File: src/rtl/data_block_scheduler_if.sv
// Register-file / data-control bundle of data_block_scheduler.
// master = host side that drives requests, slave = the scheduler itself.
interface data_block_scheduler_if;
  logic        start_Regs_SCH;
  logic        abort_Regs_SCH;
  logic        writeRead_Regs_SCH;
  logic        multipleData_Regs_SCH;
  logic [3:0]  blockCount_Regs_SCH;
  logic        timeout_Enable_Regs_SCH;
  logic [15:0] timeout_Reg_Regs_SCH;
  logic        fifo_OK_FIFO_SCH;
  logic        block_Done_DATA_SCH;
  logic        block_Error_DATA_SCH;
  logic        new_DAT_SCH_DATA;
  logic        writeRead_SCH_DATA;
  logic        busy_SCH_Regs;
  logic        transfer_Done_SCH_Regs;
  logic        error_SCH_Regs;
  logic        timeout_SCH_Regs;
  logic [3:0]  blocks_Left_SCH_Regs;

  modport master (
    output start_Regs_SCH, abort_Regs_SCH, writeRead_Regs_SCH, multipleData_Regs_SCH,
           blockCount_Regs_SCH, timeout_Enable_Regs_SCH, timeout_Reg_Regs_SCH,
           fifo_OK_FIFO_SCH, block_Done_DATA_SCH, block_Error_DATA_SCH,
    input  new_DAT_SCH_DATA, writeRead_SCH_DATA, busy_SCH_Regs, transfer_Done_SCH_Regs,
           error_SCH_Regs, timeout_SCH_Regs, blocks_Left_SCH_Regs
  );

  modport slave (
    input  start_Regs_SCH, abort_Regs_SCH, writeRead_Regs_SCH, multipleData_Regs_SCH,
           blockCount_Regs_SCH, timeout_Enable_Regs_SCH, timeout_Reg_Regs_SCH,
           fifo_OK_FIFO_SCH, block_Done_DATA_SCH, block_Error_DATA_SCH,
    output new_DAT_SCH_DATA, writeRead_SCH_DATA, busy_SCH_Regs, transfer_Done_SCH_Regs,
           error_SCH_Regs, timeout_SCH_Regs, blocks_Left_SCH_Regs
  );
endinterface

File: src/rtl/data_block_scheduler.sv
// Block-level transfer sequencer with per-block watchdog.
// Optional single retry per block when SCH_BLOCK_RETRY_EN is defined.
module data_block_scheduler (
  input  logic                 CLK,
  input  logic                 RESET_L,
  data_block_scheduler_if.slave bus
);

  typedef enum logic [2:0] {
    IDLE       = 3'd0,
    WAIT_FIFO  = 3'd1,
    ISSUE      = 3'd2,
    WAIT_BLOCK = 3'd3,
    DONE       = 3'd4,
    ERROR      = 3'd5
  } state_t;

  state_t      state_q, state_d;
  logic        write_read_q, write_read_d;
  logic [3:0]  blocks_left_q, blocks_left_d;
  logic        to_en_q, to_en_d;
  logic [15:0] to_limit_q, to_limit_d;
  logic [15:0] wdog_q, wdog_d;
  logic        error_q, error_d;
  logic        timeout_q, timeout_d;
`ifdef SCH_BLOCK_RETRY_EN
  logic        retry_used_q, retry_used_d;
`endif

  logic timeout_hit;
  assign timeout_hit = to_en_q && (wdog_q >= to_limit_q);

  always_ff @(posedge CLK or negedge RESET_L) begin
    if (!RESET_L) begin
      state_q       <= IDLE;
      write_read_q  <= 1'b0;
      blocks_left_q <= 4'd0;
      to_en_q       <= 1'b0;
      to_limit_q    <= 16'd0;
      wdog_q        <= 16'd0;
      error_q       <= 1'b0;
      timeout_q     <= 1'b0;
`ifdef SCH_BLOCK_RETRY_EN
      retry_used_q  <= 1'b0;
`endif
    end else begin
      state_q       <= state_d;
      write_read_q  <= write_read_d;
      blocks_left_q <= blocks_left_d;
      to_en_q       <= to_en_d;
      to_limit_q    <= to_limit_d;
      wdog_q        <= wdog_d;
      error_q       <= error_d;
      timeout_q     <= timeout_d;
`ifdef SCH_BLOCK_RETRY_EN
      retry_used_q  <= retry_used_d;
`endif
    end
  end

  always_comb begin
    state_d       = state_q;
    write_read_d  = write_read_q;
    blocks_left_d = blocks_left_q;
    to_en_d       = to_en_q;
    to_limit_d    = to_limit_q;
    wdog_d        = wdog_q;
    error_d       = error_q;
    timeout_d     = timeout_q;
`ifdef SCH_BLOCK_RETRY_EN
    retry_used_d  = retry_used_q;
`endif

    // Abort freezes every counter and flag; only the state returns home.
    if (bus.abort_Regs_SCH && (state_q != IDLE)) begin
      state_d = IDLE;
    end else begin
      case (state_q)
        IDLE: begin
          if (bus.start_Regs_SCH) begin
            write_read_d  = bus.writeRead_Regs_SCH;
            blocks_left_d = bus.multipleData_Regs_SCH ? bus.blockCount_Regs_SCH : 4'd1;
            to_en_d       = bus.timeout_Enable_Regs_SCH;
            to_limit_d    = bus.timeout_Reg_Regs_SCH;
            error_d       = 1'b0;
            timeout_d     = 1'b0;
`ifdef SCH_BLOCK_RETRY_EN
            retry_used_d  = 1'b0;
`endif
            if (bus.multipleData_Regs_SCH && (bus.blockCount_Regs_SCH == 4'd0)) begin
              state_d = DONE;
            end else begin
              state_d = WAIT_FIFO;
            end
          end
        end
        WAIT_FIFO: begin
          if (bus.fifo_OK_FIFO_SCH) begin
            state_d = ISSUE;
          end
        end
        ISSUE: begin
          wdog_d  = 16'd0;
          state_d = WAIT_BLOCK;
        end
        WAIT_BLOCK: begin
          if (wdog_q != 16'hFFFF) begin
            wdog_d = wdog_q + 16'd1;
          end
          if (bus.block_Error_DATA_SCH) begin
`ifdef SCH_BLOCK_RETRY_EN
            if (!retry_used_q) begin
              retry_used_d = 1'b1;
              state_d      = WAIT_FIFO;
            end else begin
              error_d = 1'b1;
              state_d = ERROR;
            end
`else
            error_d = 1'b1;
            state_d = ERROR;
`endif
          end else if (bus.block_Done_DATA_SCH) begin
            blocks_left_d = blocks_left_q - 4'd1;
`ifdef SCH_BLOCK_RETRY_EN
            retry_used_d  = 1'b0;
`endif
            state_d = (blocks_left_q == 4'd1) ? DONE : WAIT_FIFO;
          end else if (timeout_hit) begin
            timeout_d = 1'b1;
            state_d   = ERROR;
          end
        end
        DONE:    state_d = IDLE;
        ERROR:   state_d = IDLE;
        default: state_d = IDLE;
      endcase
    end
  end

  assign bus.new_DAT_SCH_DATA       = (state_q == ISSUE) || (state_q == WAIT_BLOCK);
  assign bus.writeRead_SCH_DATA     = write_read_q;
  assign bus.busy_SCH_Regs          = (state_q != IDLE);
  // An abort landing on the DONE cycle suppresses the completion pulse.
  assign bus.transfer_Done_SCH_Regs = (state_q == DONE) && !bus.abort_Regs_SCH;
  assign bus.error_SCH_Regs         = error_q;
  assign bus.timeout_SCH_Regs       = timeout_q;
  assign bus.blocks_Left_SCH_Regs   = blocks_left_q;

endmodule

File: src/flat_wrapper.sv
// flat-port wrapper written by rule: the top's interface ports become plain ports
module data_block_scheduler_flat 
  (CLK, RESET_L, bus_start_Regs_SCH, bus_abort_Regs_SCH, bus_writeRead_Regs_SCH, bus_multipleData_Regs_SCH, bus_blockCount_Regs_SCH, bus_timeout_Enable_Regs_SCH, bus_timeout_Reg_Regs_SCH, bus_fifo_OK_FIFO_SCH, bus_block_Done_DATA_SCH, bus_block_Error_DATA_SCH, bus_new_DAT_SCH_DATA, bus_writeRead_SCH_DATA, bus_busy_SCH_Regs, bus_transfer_Done_SCH_Regs, bus_error_SCH_Regs, bus_timeout_SCH_Regs, bus_blocks_Left_SCH_Regs);
  data_block_scheduler_if bus_i ();
  input  logic CLK;
  input  logic RESET_L;
  input wire logic [$bits(bus_i.start_Regs_SCH)-1:0] bus_start_Regs_SCH;
  input wire logic [$bits(bus_i.abort_Regs_SCH)-1:0] bus_abort_Regs_SCH;
  input wire logic [$bits(bus_i.writeRead_Regs_SCH)-1:0] bus_writeRead_Regs_SCH;
  input wire logic [$bits(bus_i.multipleData_Regs_SCH)-1:0] bus_multipleData_Regs_SCH;
  input wire logic [$bits(bus_i.blockCount_Regs_SCH)-1:0] bus_blockCount_Regs_SCH;
  input wire logic [$bits(bus_i.timeout_Enable_Regs_SCH)-1:0] bus_timeout_Enable_Regs_SCH;
  input wire logic [$bits(bus_i.timeout_Reg_Regs_SCH)-1:0] bus_timeout_Reg_Regs_SCH;
  input wire logic [$bits(bus_i.fifo_OK_FIFO_SCH)-1:0] bus_fifo_OK_FIFO_SCH;
  input wire logic [$bits(bus_i.block_Done_DATA_SCH)-1:0] bus_block_Done_DATA_SCH;
  input wire logic [$bits(bus_i.block_Error_DATA_SCH)-1:0] bus_block_Error_DATA_SCH;
  output wire logic [$bits(bus_i.new_DAT_SCH_DATA)-1:0] bus_new_DAT_SCH_DATA;
  output wire logic [$bits(bus_i.writeRead_SCH_DATA)-1:0] bus_writeRead_SCH_DATA;
  output wire logic [$bits(bus_i.busy_SCH_Regs)-1:0] bus_busy_SCH_Regs;
  output wire logic [$bits(bus_i.transfer_Done_SCH_Regs)-1:0] bus_transfer_Done_SCH_Regs;
  output wire logic [$bits(bus_i.error_SCH_Regs)-1:0] bus_error_SCH_Regs;
  output wire logic [$bits(bus_i.timeout_SCH_Regs)-1:0] bus_timeout_SCH_Regs;
  output wire logic [$bits(bus_i.blocks_Left_SCH_Regs)-1:0] bus_blocks_Left_SCH_Regs;
  assign bus_i.start_Regs_SCH = bus_start_Regs_SCH;
  assign bus_i.abort_Regs_SCH = bus_abort_Regs_SCH;
  assign bus_i.writeRead_Regs_SCH = bus_writeRead_Regs_SCH;
  assign bus_i.multipleData_Regs_SCH = bus_multipleData_Regs_SCH;
  assign bus_i.blockCount_Regs_SCH = bus_blockCount_Regs_SCH;
  assign bus_i.timeout_Enable_Regs_SCH = bus_timeout_Enable_Regs_SCH;
  assign bus_i.timeout_Reg_Regs_SCH = bus_timeout_Reg_Regs_SCH;
  assign bus_i.fifo_OK_FIFO_SCH = bus_fifo_OK_FIFO_SCH;
  assign bus_i.block_Done_DATA_SCH = bus_block_Done_DATA_SCH;
  assign bus_i.block_Error_DATA_SCH = bus_block_Error_DATA_SCH;
  assign bus_new_DAT_SCH_DATA = bus_i.new_DAT_SCH_DATA;
  assign bus_writeRead_SCH_DATA = bus_i.writeRead_SCH_DATA;
  assign bus_busy_SCH_Regs = bus_i.busy_SCH_Regs;
  assign bus_transfer_Done_SCH_Regs = bus_i.transfer_Done_SCH_Regs;
  assign bus_error_SCH_Regs = bus_i.error_SCH_Regs;
  assign bus_timeout_SCH_Regs = bus_i.timeout_SCH_Regs;
  assign bus_blocks_Left_SCH_Regs = bus_i.blocks_Left_SCH_Regs;
  data_block_scheduler u_core (.CLK(CLK), .RESET_L(RESET_L), .bus(bus_i));
endmodule
File: config.mk
export PLATFORM = sky130hd
export DESIGN_NAME = data_block_scheduler_flat
export DESIGN_NICKNAME = d
export VERILOG_FILES = /design/src/rtl/data_block_scheduler_if.sv /design/src/rtl/data_block_scheduler.sv /design/src/flat_wrapper.sv
export SDC_FILE = /design/constraint.sdc
export NUM_CORES = 1
export LEC_CHECK = 0
export CORE_ASPECT_RATIO = 0.6
export CORE_MARGIN = 1
export CORE_UTILIZATION = 50
export CTS_BUF_LIST = sky130_fd_sc_hd__clkbuf_4 sky130_fd_sc_hd__clkbuf_8 sky130_fd_sc_hd__clkbuf_16
export CTS_CLUSTER_DIAMETER = 50
export DETAILED_ROUTE_END_ITERATION = 10
export PLACE_DENSITY = 0.83
export SYNTH_ARGS = -nofsm -noshare
export SYNTH_HDL_FRONTEND = slang
export SYNTH_SLANG_ARGS = --single-unit
export TNS_END_PERCENT = 20
File: constraint.sdc
create_clock -name CLK -period 4.2 [get_ports CLK]
set_input_delay 0.84 -clock CLK [delete_from_list [all_inputs] [get_ports CLK]]
set_output_delay 0.84 -clock CLK [all_outputs]
set_load 0.05 [all_outputs]
==> metrics.txt, run 1 <==
period utilisation layout 81.0%; full die area 0.00553 mm²; worst skew pair latency 0.30 ns; Post-route DRC 0; number of flops mapped to enable cells by yosys 0; Post-DP HPWL 4700 µm; status completed; Arrival @ worst endpoint 2.56 ns; setup TNS 0 ns; Lkg Pwr 1.37 nW; ant diodes 0; # clock sinks 43; Post-synth top flop dfrtp_1; Final Hold Violating Endpoints 0; initial antenna violation count 0; skew final 0.00536 ns; hold_buf cts 0; H-tree depth 2; post-synthesis cell count 289; area grow syn2layout 18.7%; Mean Syn Cell Area 9.04 µm²; DIE HEIGHT 58.0 µm; total routed wirelength 6310 µm; Slew Viols, Final 0; Antenna Nets Post-Route 0; fraction of layout cells with a size suffix above 1 6.48%; row cnt 19; crit path launch type input pin; Max Fanout on Critical Path 8; Hold WC Path Type reg2reg; commonest cells after routing, fill and taps aside dfrtp_1 (43), nand2_1 (41), clkdlybuf4s50_1 (38); async set or reset register ratio after synthesis 100%; Worst-Margin Slew 1.12 ns; Setup CP Type in2out; Die W 95.3 µm; RSZ-0062 raised after global routing no; starting density of the core 54.4%; critical path required time 3.36 ns; postcts setup bufs 0; first-pass GRT wire length 10500 µm; area of the mapped netlist 0.00261 mm²; Peak VDD IR 0.434 mV; CTS resizes 0; Min Hold Slack 0.493 ns; Initial DRC Count 230; Rel. slew slack 25.4%; DR pass1 iterations 5; core area 0.00480 mm²; Setup crit end kind output pin; Max Cap Violations 0; Tot GR Track Use 25.4%; GPL Wtd Cong 0.850; post-synthesis sequential area ratio 41.2%; Layout Utilization 64.6%; Final Critical Period 3.40 ns; vias 2287; final setup fails 0; CTS Buf Count 5; share of the synthesized area in the top cell type 41.2%; vias in the first global route 2081; pwr dens 534 mW/mm²; Root Buffer clkbuf_8; Fmax 294 MHz; setup ws final 0.797 ns; largest net degree at the start of global routing 44; Port Buffer Count 39; Distinct cells, synth 51; most common cell after layout, fill and taps aside dfrtp_1; DR vias/cell 5.91; Clk pin slew, worst setup/hold paths 0.09 ns; ranking of synthesized cells by area dfrtp_1 (41%), ha_1 (9.1%), o21ai_0 (6.7%); GRT overflow 0; Yosys top cell by area dfrtp_1; pre-CTS setup slack 0.814 ns; count of warnings emitted by yosys 0; syn_nets 338; CTS tree done; Clock Path Buffers 2; IO Pins 40; #FFs+latches synth 43; Layout Nets 372; WL/cell 16.3 µm
-- cells in the mapped netlist, types with 3 or more instances --
cell type,instances
nand3_1,14
a21o_1,3
nor2_1,11
a22o_1,6
a21oi_1,14
ha_1,19
and3_1,3
or3_1,4
and2_1,4
inv_1,24
nand2b_1,3
a31oi_1,5
o21ai_0,35
buf_2,7
dfrtp_1,43
nor3_1,7
nand2_1,41
-- through the flow --
stage	instance area (µm²)	total power [mW]	std cells
2_1_floorplan	2610	1.15	289
3_3_place_gp	3010	1.34	379
3_5_place_dp	3010	1.37	379
4_1_cts	3100	1.65	387
5_1_grt	3100	1.79	387
6_report	3100	1.66	387
-- layout make-up --
cell class	instances	area (µm²)
Clock buffer	5	68.8
Clock inverter	3	25.0
Fill cell	407	1700
Inverter	24	90.1
Multi-Input combinational cell	210	1380
Sequential cell	43	1080
Tap cell	63	78.8
Timing Repair Buffer	39	385
-- registers in the layout, summed over array words and instances, names as in the netlist --
signal                           flops
u_core.wdog_q                       16
u_core.to_limit_q                   16
u_core.bus.writeRead_SCH_DATA        1
u_core.bus.error_SCH_Regs            1
u_core.to_en_q                       1
u_core.bus.blocks_Left_SCH_Regs      4
u_core.bus.timeout_SCH_Regs          1
u_core.state_q                       3
-- metal layers --
| layer | vias up | global-route usage, % | part of all wire, % |
|---|---|---|---|
| met2 | 102 | 33.4 | 38 |
| li1 | 1098 | - | - |
| met4 | 0 | 4.55 | 0.57 |
| met1 | 1083 | 42.6 | 53 |
| met5 | - | 0 | 0 |
| met3 | 4 | 4.72 | 8.9 |
-- logic make-up (layout without fill, tap and decap cells) --
logic type	Yosys count	after routing	synth area share (%)
and+or+nand+nor	108	108	21.9
AOI/OAI and AO/OA	80	80	20.4
DFF	43	43	41.2
buffers and inverters	36	71	6.13
adders and majority gates	19	19	9.10
muxes	3	3	1.25
-- critical path, cell delays in order --
cell	delay, ns
clkdlybuf4s50_1	0.57
nor4b_1	0.30
clkdlybuf4s50_1	0.85
-- path summary, 6_finish.rpt --
path | slack [ns] | endpoint | start | cells after the start
max | 0.80 | bus_transfer_Done_SCH_Regs | bus_abort_Regs_SCH | 3
max reg2reg | 1.73 | u_core.bus.blocks_Left_SCH_Regs[1]$_DFFE_PN0P_ | u_core.state_q[0]$_DFFE_PN0P_ | 5
min | 0.49 | u_core.bus.writeRead_SCH_DATA$_DFFE_PN0P_ | u_core.bus.writeRead_SCH_DATA$_DFFE_PN0P_ | 2
max in group asynchronous | 2.94 | u_core.bus.blocks_Left_SCH_Regs[3]$_DFFE_PN0P_ | RESET_L | 1
min in group asynchronous | 0.67 | u_core.to_limit_q[6]$_DFFE_PN0P_ | RESET_L | 1
min reg2reg | 0.49 | u_core.bus.writeRead_SCH_DATA$_DFFE_PN0P_ | u_core.bus.writeRead_SCH_DATA$_DFFE_PN0P_ | 2
-- power by group --
part	internal, mW	switching [mW]	leakage [nW]
registers	0.540	0.123	0.548
clock network	0.119	0.158	0.0443
logic	0.279	0.437	0.776
total	0.938	0.718	1.37
Note: power is estimated with default switching activity, not from simulation.
==> inputs of run 2 (changes only) <==
Clock period 4.2 ns to 3.3 ns, I/O delays scaled along.
==> run 2 against run 1 <==
Effect of this change:
- worst hold slack worse by 0.0055 ns
- combinational power up 34%
- critical path depth unchanged
- die area unchanged
- power up 37%
- largest cell class unchanged
- sequential share of layout area down 0.61 points
==> metrics.txt, run 2 (synthesized netlist as in run 1, its figures left out) <==
worst skew pair latency 0.30 ns; critical path required time 2.64 ns; DIE HEIGHT 58.0 µm; postcts setup bufs 0; Root Buffer clkbuf_8; commonest cells after routing, fill and taps aside dfrtp_1 (43), nand2_1 (41), clkdlybuf4s50_1 (37); Die W 95.3 µm; Finished Layout Cells 389; total routed wirelength 6400 µm; GRT overflow 0; DR pass1 iterations 4; Setup CP Type reg2out; largest net degree at the start of global routing 44; Final Hold Violating Endpoints 0; full die area 0.00553 mm²; hold_buf cts 0; Max Cap Violations 0; # clock sinks 43; Final Critical Period 2.73 ns; period utilisation layout 82.6%; IO Pins 40; Worst-Margin Slew 0.948 ns; Initial DRC Count 89; Min Hold Slack 0.487 ns; Post-DP HPWL 4710 µm; Setup crit end kind output pin; Lkg Pwr 1.41 nW; Port Buffer Count 39; ant diodes 0; vias 2261; DR vias/cell 5.81; setup TNS 0 ns; fraction of layout cells with a size suffix above 1 7.36%; skew final 0.00326 ns; WL/cell 16.5 µm; Peak VDD IR 0.532 mV; Antenna Nets Post-Route 0; Arrival @ worst endpoint 2.07 ns; starting density of the core 54.4%; crit path launch type flip-flop; GPL Wtd Cong 0.866; Max Fanout on Critical Path 13; pwr dens 719 mW/mm²; Tot GR Track Use 25.5%; Post-route DRC 0; Hold WC Path Type reg2reg; RSZ-0062 raised after global routing no; initial antenna violation count 0; first-pass GRT wire length 10400 µm; CTS resizes 0; placed cells 381; Layout Utilization 65.7%; vias in the first global route 2100; core area 0.00480 mm²; Clock Path Buffers 2; CTS tree done; H-tree depth 2; Layout Nets 374; status completed; Fmax 367 MHz; row cnt 19; Slew Viols, Final 0; area grow syn2layout 20.8%; Rel. slew slack 36.8%; final setup fails 0; CTS Buf Count 5; Clk pin slew, worst setup/hold paths 0.08 ns; most common cell after layout, fill and taps aside dfrtp_1
[run 2: changes by cell type in the layout (fill, tap and decap cells not counted)]
cell / change
bufinv_16: +2
clkdlybuf4s50_1: -1
buf_4: +3
clkbuf_4: +1
clkinv_4: -2
clkinvlp_4: -1
[run 2: power by group]
| part | total [mW] | leakage [nW] | internal (mW) | switching, mW |
|---|---|---|---|---|
| logic | 0.962 | 0.788 | 0.365 | 0.597 |
| registers | 0.809 | 0.548 | 0.687 | 0.122 |
| clock network | 0.497 | 0.0688 | 0.311 | 0.186 |
[run 2: worst paths after layout]
check | startpoint | to | slack (ns) | cells after the start
setup / recovery | u_core.state_q[1]$_DFFE_PN0P_ | bus_busy_SCH_Regs | 0.57 | 3
hold / removal | u_core.bus.writeRead_SCH_DATA$_DFFE_PN0P_ | u_core.bus.writeRead_SCH_DATA$_DFFE_PN0P_ | 0.49 | 2
setup reg to reg | u_core.wdog_q[1]$_DFFE_PN0P_ | u_core.wdog_q[8]$_DFFE_PN0P_ | 1.03 | 6
hold reg to reg | u_core.bus.writeRead_SCH_DATA$_DFFE_PN0P_ | u_core.bus.writeRead_SCH_DATA$_DFFE_PN0P_ | 0.49 | 2
max in group asynchronous | RESET_L | u_core.wdog_q[13]$_DFFE_PN0P_ | 2.21 | 1
min in group asynchronous | RESET_L | u_core.to_limit_q[8]$_DFFE_PN0P_ | 0.51 | 1
[run 2: routing by layer]
metal / share of wire (%) / track usage [%] / routed length, µm
met2: 39 / 35.7 / 2490
met3: 9.0 / 5.51 / 577
met1: 51 / 40.4 / 3290
met4: 0.66 / 4.55 / 42
met5: 0 / 0 / 0
[run 2: final cells by class]
cell class,count,area (µm²)
Multi-Input combinational cell,210,1380
Clock buffer,6,76.3
Timing Repair Buffer,41,398
Sequential cell,43,1080
Clock inverter,2,60.1
Fill cell,392,1650
Inverter,24,90.1
Tap cell,63,78.8
[run 2: stage by stage]
stage | cell area (µm²) | setup WS, ns | power (mW)
6_report | 3160 | 0.573 | 2.27
5_1_grt | 3160 | 0.436 | 2.42
3_5_place_dp | 3020 | 0.691 | 1.77
3_3_place_gp | 3020 | 0.717 | 1.72
4_1_cts | 3160 | 0.541 | 2.27
2_1_floorplan | 2610 | 0.0922 | 1.47
[run 2: critical path: stages (launching register included)]
cell and delay (ns):
dfrtp_1 0.52, nor3_1 0.45, inv_1 0.09, clkdlybuf4s50_1 0.71
==> patch 1: new RTL, flow settings as in run 2 <==
Add a define of `SCH_BLOCK_RETRY_EN`.
--- a/src/rtl/data_block_scheduler.sv
+++ b/src/rtl/data_block_scheduler.sv
@@ -1,5 +1,7 @@
 // Block-level transfer sequencer with per-block watchdog.
 // Optional single retry per block when SCH_BLOCK_RETRY_EN is defined.
+`define SCH_BLOCK_RETRY_EN
+
 module data_block_scheduler (
   input  logic                 CLK,
   input  logic                 RESET_L,
Formal check against the unedited RTL: not equivalent (a bounded check fails within 10 cycles, from zero or initial values and one cycle with RESET_L low).
==> patch 1 against run 2 <==
Final area shrank 3.0%. Core utilization is 0.67 points lower. Global-route usage decreased by 1.9 points. Worst setup slack better by 0.17 ns. Sequential power is 2% lower. Routed wire length down 13%. Power fell by 11%. Synthesized area shrank 3.0%. Critical path depth unchanged. Maximum frequency increased by 6.6%. Register-to-register slack better by 0.03 ns. Sequential cell count increased by 1.
==> patch 1: results (changes against run 2) <==
dpl hpwl = 4210 µm (was 4710 µm)
Synth Area per Inst = 8.89 µm² (was 9.04 µm²)
slew margin rel. = 0.340 (was 0.368)
fin cells = 388 (was 389)
RD Place Congestion = 0.907 (was 0.866)
clk buf depth = 2 (unchanged)
Post-synth top cells = dfrtp_1 (44), o21ai_0 (40), nand2_1 (33) (was dfrtp_1 (43), nand2_1 (41), o21ai_0 (35))
routed via count = 2147 (was 2261)
number of setup buffers added after CTS = 0 (unchanged)
Synth Area in Compound Gates = 0.176 (was 0.204)
EDFF count, synth = 0 (unchanged)
YS warnings = 0 (unchanged)
Flop pwr share = 0.392 (was 0.357)
crit path DAT = 1.90 ns (was 2.07 ns)
Setup Skew = 0.00619 ns (was 0.00326 ns)
hold slack = 0.513 ns (was 0.487 ns)
HP Start = u_core.bus.writeRead_SCH_DATA (unchanged)
cts bufs inserted = 5 (unchanged)
Top FF cell, synth = dfrtp_1 (unchanged)
Port Buffers = 39 (unchanged)
nets = 373 (was 374)
Hold EP = u_core.bus.writeRead_SCH_DATA (unchanged)
Netlist cell types = 49 (was 51)
CTS HTree Levels = 2 (unchanged)
CP max-delay cell = clkdlybuf4s50_1 (unchanged)
worst-path maximum fanout = 11 (was 13)
Root Buffer = clkbuf_8 (unchanged)
placed cells = 380 (was 381)
share of cells above drive strength 1 = 0.0769 (was 0.0736)
post-synthesis sequential area ratio = 0.435 (was 0.412)
drt initial violations = 158 (was 89)
global-route wire length before repair = 9810 µm (was 10400 µm)
Adder-Cell Fraction of Synth Area = 0.0938 (was 0.0910)
Lkg Pwr = 1.37 nW (was 1.41 nW)
worst r2r dst = u_core.state_q[0] (was u_core.wdog_q[8])
Clock Pin Slew Worst Setup and Hold Paths = 0.08 ns (about the same)
worst setup path start = u_core.state_q[0] (was u_core.state_q[1])
pre-CTS setup slack = 0.800 ns (was 0.691 ns)
Sw Share = 0.396 (was 0.399)
Peak VDD IR = 0.423 mV (was 0.532 mV)
status = finished clean (unchanged)
Top delay family on crit path = buffers and inverters (unchanged)
depth of the worst register-to-register path = 7 (was 6)
combinational cell power = 864 µW (was 962 µW)
Pre-Repair DR Iteration Count = 4 (unchanged)
reg2reg start = u_core.wdog_q[15] (was u_core.wdog_q[1])
largest net degree at the start of global routing = 45 (was 44)
final total power = 2.03 mW (was 2.27 mW)
GR Util All Layers = 0.236 (was 0.255)
mux share of post-synthesis cell area = 0.0178 (was 0.0125)
Synth Net Count = 334 (was 338)
hold path cells = 1 (was 2)
R2R Setup Slk = 1.06 ns (was 1.03 ns)
Placed Area = 0.00296 mm² (was 0.00302 mm²)
largest cells by area after synthesis = dfrtp_1 (43%), ha_1 (9.4%), o21ai_0 (7.9%), nand2_1 (4.9%), nor2_1 (3.9%) (was dfrtp_1 (41%), ha_1 (9.1%), o21ai_0 (6.7%), nand2_1 (5.9%), inv_1 (3.4%))
Avg WL per Cell = 14.3 µm (was 16.5 µm)
Post-Synth XOR/XNOR Area = 0.0173 (was 0)
[patch 1: cell types whose count changed after synthesis, moves of 5 or more]
cell / change
a22o_1: -5
buf_2: -6
nand4_1: +6
nand3_1: -9
nand2_1: -8
nor2_1: +15
o21ai_0: +5
[patch 1: how the worst max path moves through the flow]
stage,end,slack [ns]
after global routing,bus_busy_SCH_Regs,0.60
after floorplan,bus_transfer_Done_SCH_Regs,0.34
final,bus_busy_SCH_Regs,0.74
after CTS,bus_busy_SCH_Regs,0.74
after detailed placement,u_core.wdog_q[10],0.80
after global placement,u_core.state_q[0],0.86
[patch 1: metal layers]
| layer | vias to the layer above | part of all wire | track usage |
|---|---|---|---|
| li1 | 1080 | - | - |
| met1 | 1017 | 0.53 | 0.366 |
| met2 | 46 | 0.41 | 0.341 |
| met3 | 4 | 0.051 | 0.0507 |
| met4 | 0 | 0.0025 | 0.0440 |
| met5 | - | 0 | 0 |
[patch 1: final cells by class]
class / instances / area [µm²]
clock buffer: 8 / 97.6
timing repair buffer: 41 / 398
multi-input combinational: 210 / 1300
inverter: 22 / 82.6
fill: 419 / 1650
tap: 63 / 78.8
sequential: 44 / 1100
[patch 1: worst reg2reg max path, stage by stage, from the launching register on]
cell       delay (ns)
dfrtp_1          0.44
ha_1             0.35
nand4_1          0.17
nor2_1           0.07
a311oi_1         0.35
nand4_1          0.24
a2111oi_0        0.41
a31o_2           0.16
[patch 1: kinds of logic after synthesis]
kind of cell / Yosys count
compound gates: 76
xor+xnor: 5
fa+ha+maj: 19
buf+inv: 31
flops: 44
mux: 4
simple gates: 106
==> patch 2: new RTL, settings of run 2 <==
Made on the original files. Encoding of `state_t`: now one-hot (6 bits for 6 states).
--- a/src/rtl/data_block_scheduler.sv
+++ b/src/rtl/data_block_scheduler.sv
@@ -6,13 +6,13 @@
   data_block_scheduler_if.slave bus
 );
 
-  typedef enum logic [2:0] {
-    IDLE       = 3'd0,
-    WAIT_FIFO  = 3'd1,
-    ISSUE      = 3'd2,
-    WAIT_BLOCK = 3'd3,
-    DONE       = 3'd4,
-    ERROR      = 3'd5
+  typedef enum logic [5:0] {
+    IDLE       = 6'b000001,
+    WAIT_FIFO  = 6'b000010,
+    ISSUE      = 6'b000100,
+    WAIT_BLOCK = 6'b001000,
+    DONE       = 6'b010000,
+    ERROR      = 6'b100000
   } state_t;
 
   state_t      state_q, state_d;
Behaviour: no difference found for any inputs over 10 cycles, from zero or initial values and one cycle with RESET_L low; not proved beyond that.
==> patch 2 against run 2 <==
Power shrank 11%. Clock power decreased by 31%. Core utilization down 2.9 points. Sequential cell count increased by 3. Maximum frequency decreased by 5.2%. Routed wire length decreased by 15%. Final area is 1.1% higher. Sequential share of layout area rose by 2.0 points. Worst setup slack got worse by 0.15 ns. Synthesized area increased by 1.6%. Final cell count fell by 3.3%.
==> patch 2: results (changes against run 2) <==
cts bufs inserted = 5 (unchanged)
Port Buffers = 39 (unchanged)
status = finished clean (unchanged)
Peak VDD IR = 0.356 mV (was 0.532 mV)
worst-path maximum fanout = 5 (was 13)
CTS HTree Levels = 2 (unchanged)
diode count = 0 (unchanged)
Avg WL per Cell = 14.5 µm (was 16.5 µm)
nets = 359 (was 374)
depth of the worst register-to-register path = 4 (was 6)
Lkg Pwr = 1.43 nW (was 1.41 nW)
ys async rst share = 1.00 (unchanged)
slew margin rel. = 0.332 (was 0.368)
vias in the first global route = 1897 (was 2100)
RD Place Congestion = 0.832 (was 0.866)
hold path cells = 1 (was 2)
Post-synth top cells = dfrtp_1 (45), inv_1 (24), ha_1 (19) (was dfrtp_1 (43), nand2_1 (41), o21ai_0 (35))
post-synthesis sequential area ratio = 0.434 (was 0.412)
clk buf depth = 2 (unchanged)
drt initial violations = 142 (was 89)
slowest cell delay on critical path = 0.80 ns (was 0.71 ns)
Root Buffer = clkbuf_8 (unchanged)
antenna violations before repair = 0 (unchanged)
largest cells by area after synthesis = dfrtp_1 (42%), ha_1 (9.0%), mux2_2 (7.6%), inv_1 (3.4%), a21oi_1 (3.2%) (was dfrtp_1 (41%), ha_1 (9.1%), o21ai_0 (6.7%), nand2_1 (5.9%), inv_1 (3.4%))
dpl hpwl = 4050 µm (was 4710 µm)
crit path DAT = 2.22 ns (was 2.07 ns)
CP Depth = 3 (unchanged)
Top Registers = u_core.to_limit_q (16), u_core.wdog_q (16), u_core.state_q (6)
Netlist cell types = 50 (was 51)
Top FF cell, synth = dfrtp_1 (unchanged)
vias per inst = 5.68 (was 5.81)
Setup Skew = 0.00229 ns (was 0.00326 ns)
Net Sw Power = 761 µW (was 906 µW)
share of cells above drive strength 1 = 0.119 (was 0.0736)
Synth Net Count = 316 (was 338)
post-cts gate resize count = 0 (unchanged)
Clk Latency, worst-skew pair = 0.30 ns (about the same)
GR Util All Layers = 0.214 (was 0.255)
largest net degree at the start of global routing = 47 (was 44)
fillers = 433 (was 392)
YS warnings = 0 (unchanged)
pre-CTS setup slack = 0.679 ns (was 0.691 ns)
CP max-delay cell = clkdlybuf4s50_1 (unchanged)
global-route wire length before repair = 9110 µm (was 10400 µm)
-- patch 2: changes by cell type in the layout (fill, tap and decap cells not counted), sizes merged, moves of 6 or more --
cell   delta
nand3     -8
nand2    -23
o21ai    -21
mux2     +16
nor4      +6
o21a      +6
-- patch 2: area by class of cell --
cell class                      count  area share
Sequential cell                    46       0.361
Clock buffer                        7      0.0263
Tap cell                           66      0.0259
Inverter                           24      0.0282
Multi-Input combinational cell    192       0.434
Timing Repair Buffer               41       0.125
-- patch 2: path summary, 6_finish.rpt --
kind	slack (ns)	end	startpoint
max	0.42	bus_new_DAT_SCH_DATA	u_core.state_q[5]
min	0.51	u_core.to_limit_q[1]	u_core.to_limit_q[1]
max reg2reg	0.93	u_core.state_q[3]	u_core.state_q[5]
min reg2reg	0.51	u_core.to_limit_q[1]	u_core.to_limit_q[1]
max in group asynchronous	2.16	u_core.wdog_q[3]	RESET_L
min in group asynchronous	0.53	u_core.state_q[2]	RESET_L
-- patch 2: power by group through the flow --
| stage | logic (mW) | registers (mW) | clock network [mW] |
|---|---|---|---|
| finish | 0.851 | 0.829 | 0.342 |
| global route | 0.941 | 0.848 | 0.373 |
| CTS | 0.860 | 0.829 | 0.346 |
| detailed placement | 0.856 | 0.841 | 0 |
| global placement | 0.828 | 0.834 | 0 |
| floorplan | 0.506 | 0.925 | 0 |
-- patch 2: through the flow --
stage / instances / hold WS, ns / utilization / area [µm²]
2_1_floorplan: 267 / 0.364 / - / 2650
3_3_place_gp: 369 / 0.489 / 0.612 / 3110
3_5_place_dp: 369 / 0.493 / 0.612 / 3110
4_1_cts: 376 / 0.511 / 0.628 / 3190
5_1_grt: 376 / 0.518 / 0.628 / 3190
6_report: 376 / 0.507 / 0.628 / 3190
-- patch 2: cell families (layout without fill, tap and decap cells) --
group / after synthesis / in the layout / synth area share
mux: 18 / 18 / 0.0764
simple gates: 84 / 84 / 0.171
flops: 46 / 46 / 0.434
xor+xnor: 6 / 6 / 0.0198
compound gates: 65 / 65 / 0.165
buf+inv: 29 / 72 / 0.0443
fa+ha+maj: 19 / 19 / 0.0896
-- patch 2: layer usage --
| layer | track usage | wire length (µm) | vias up |
|---|---|---|---|
| met3 | 0.0491 | 321 | 7 |
| met4 | 0.0576 | 42 | 0 |
| li1 | - | - | 1058 |
| met1 | 0.339 | 2830 | 1012 |
| met5 | 0 | 0 | - |
| met2 | 0.289 | 2260 | 58 |
-- patch 2: worst register-to-register path: cells and delay by family (launching register included) --
kind,cells,cell delay (ns)
AND/OR/NAND/NOR,3,1.71
flip-flops,1,0.43
AO/OA/AOI/OAI,1,0.16
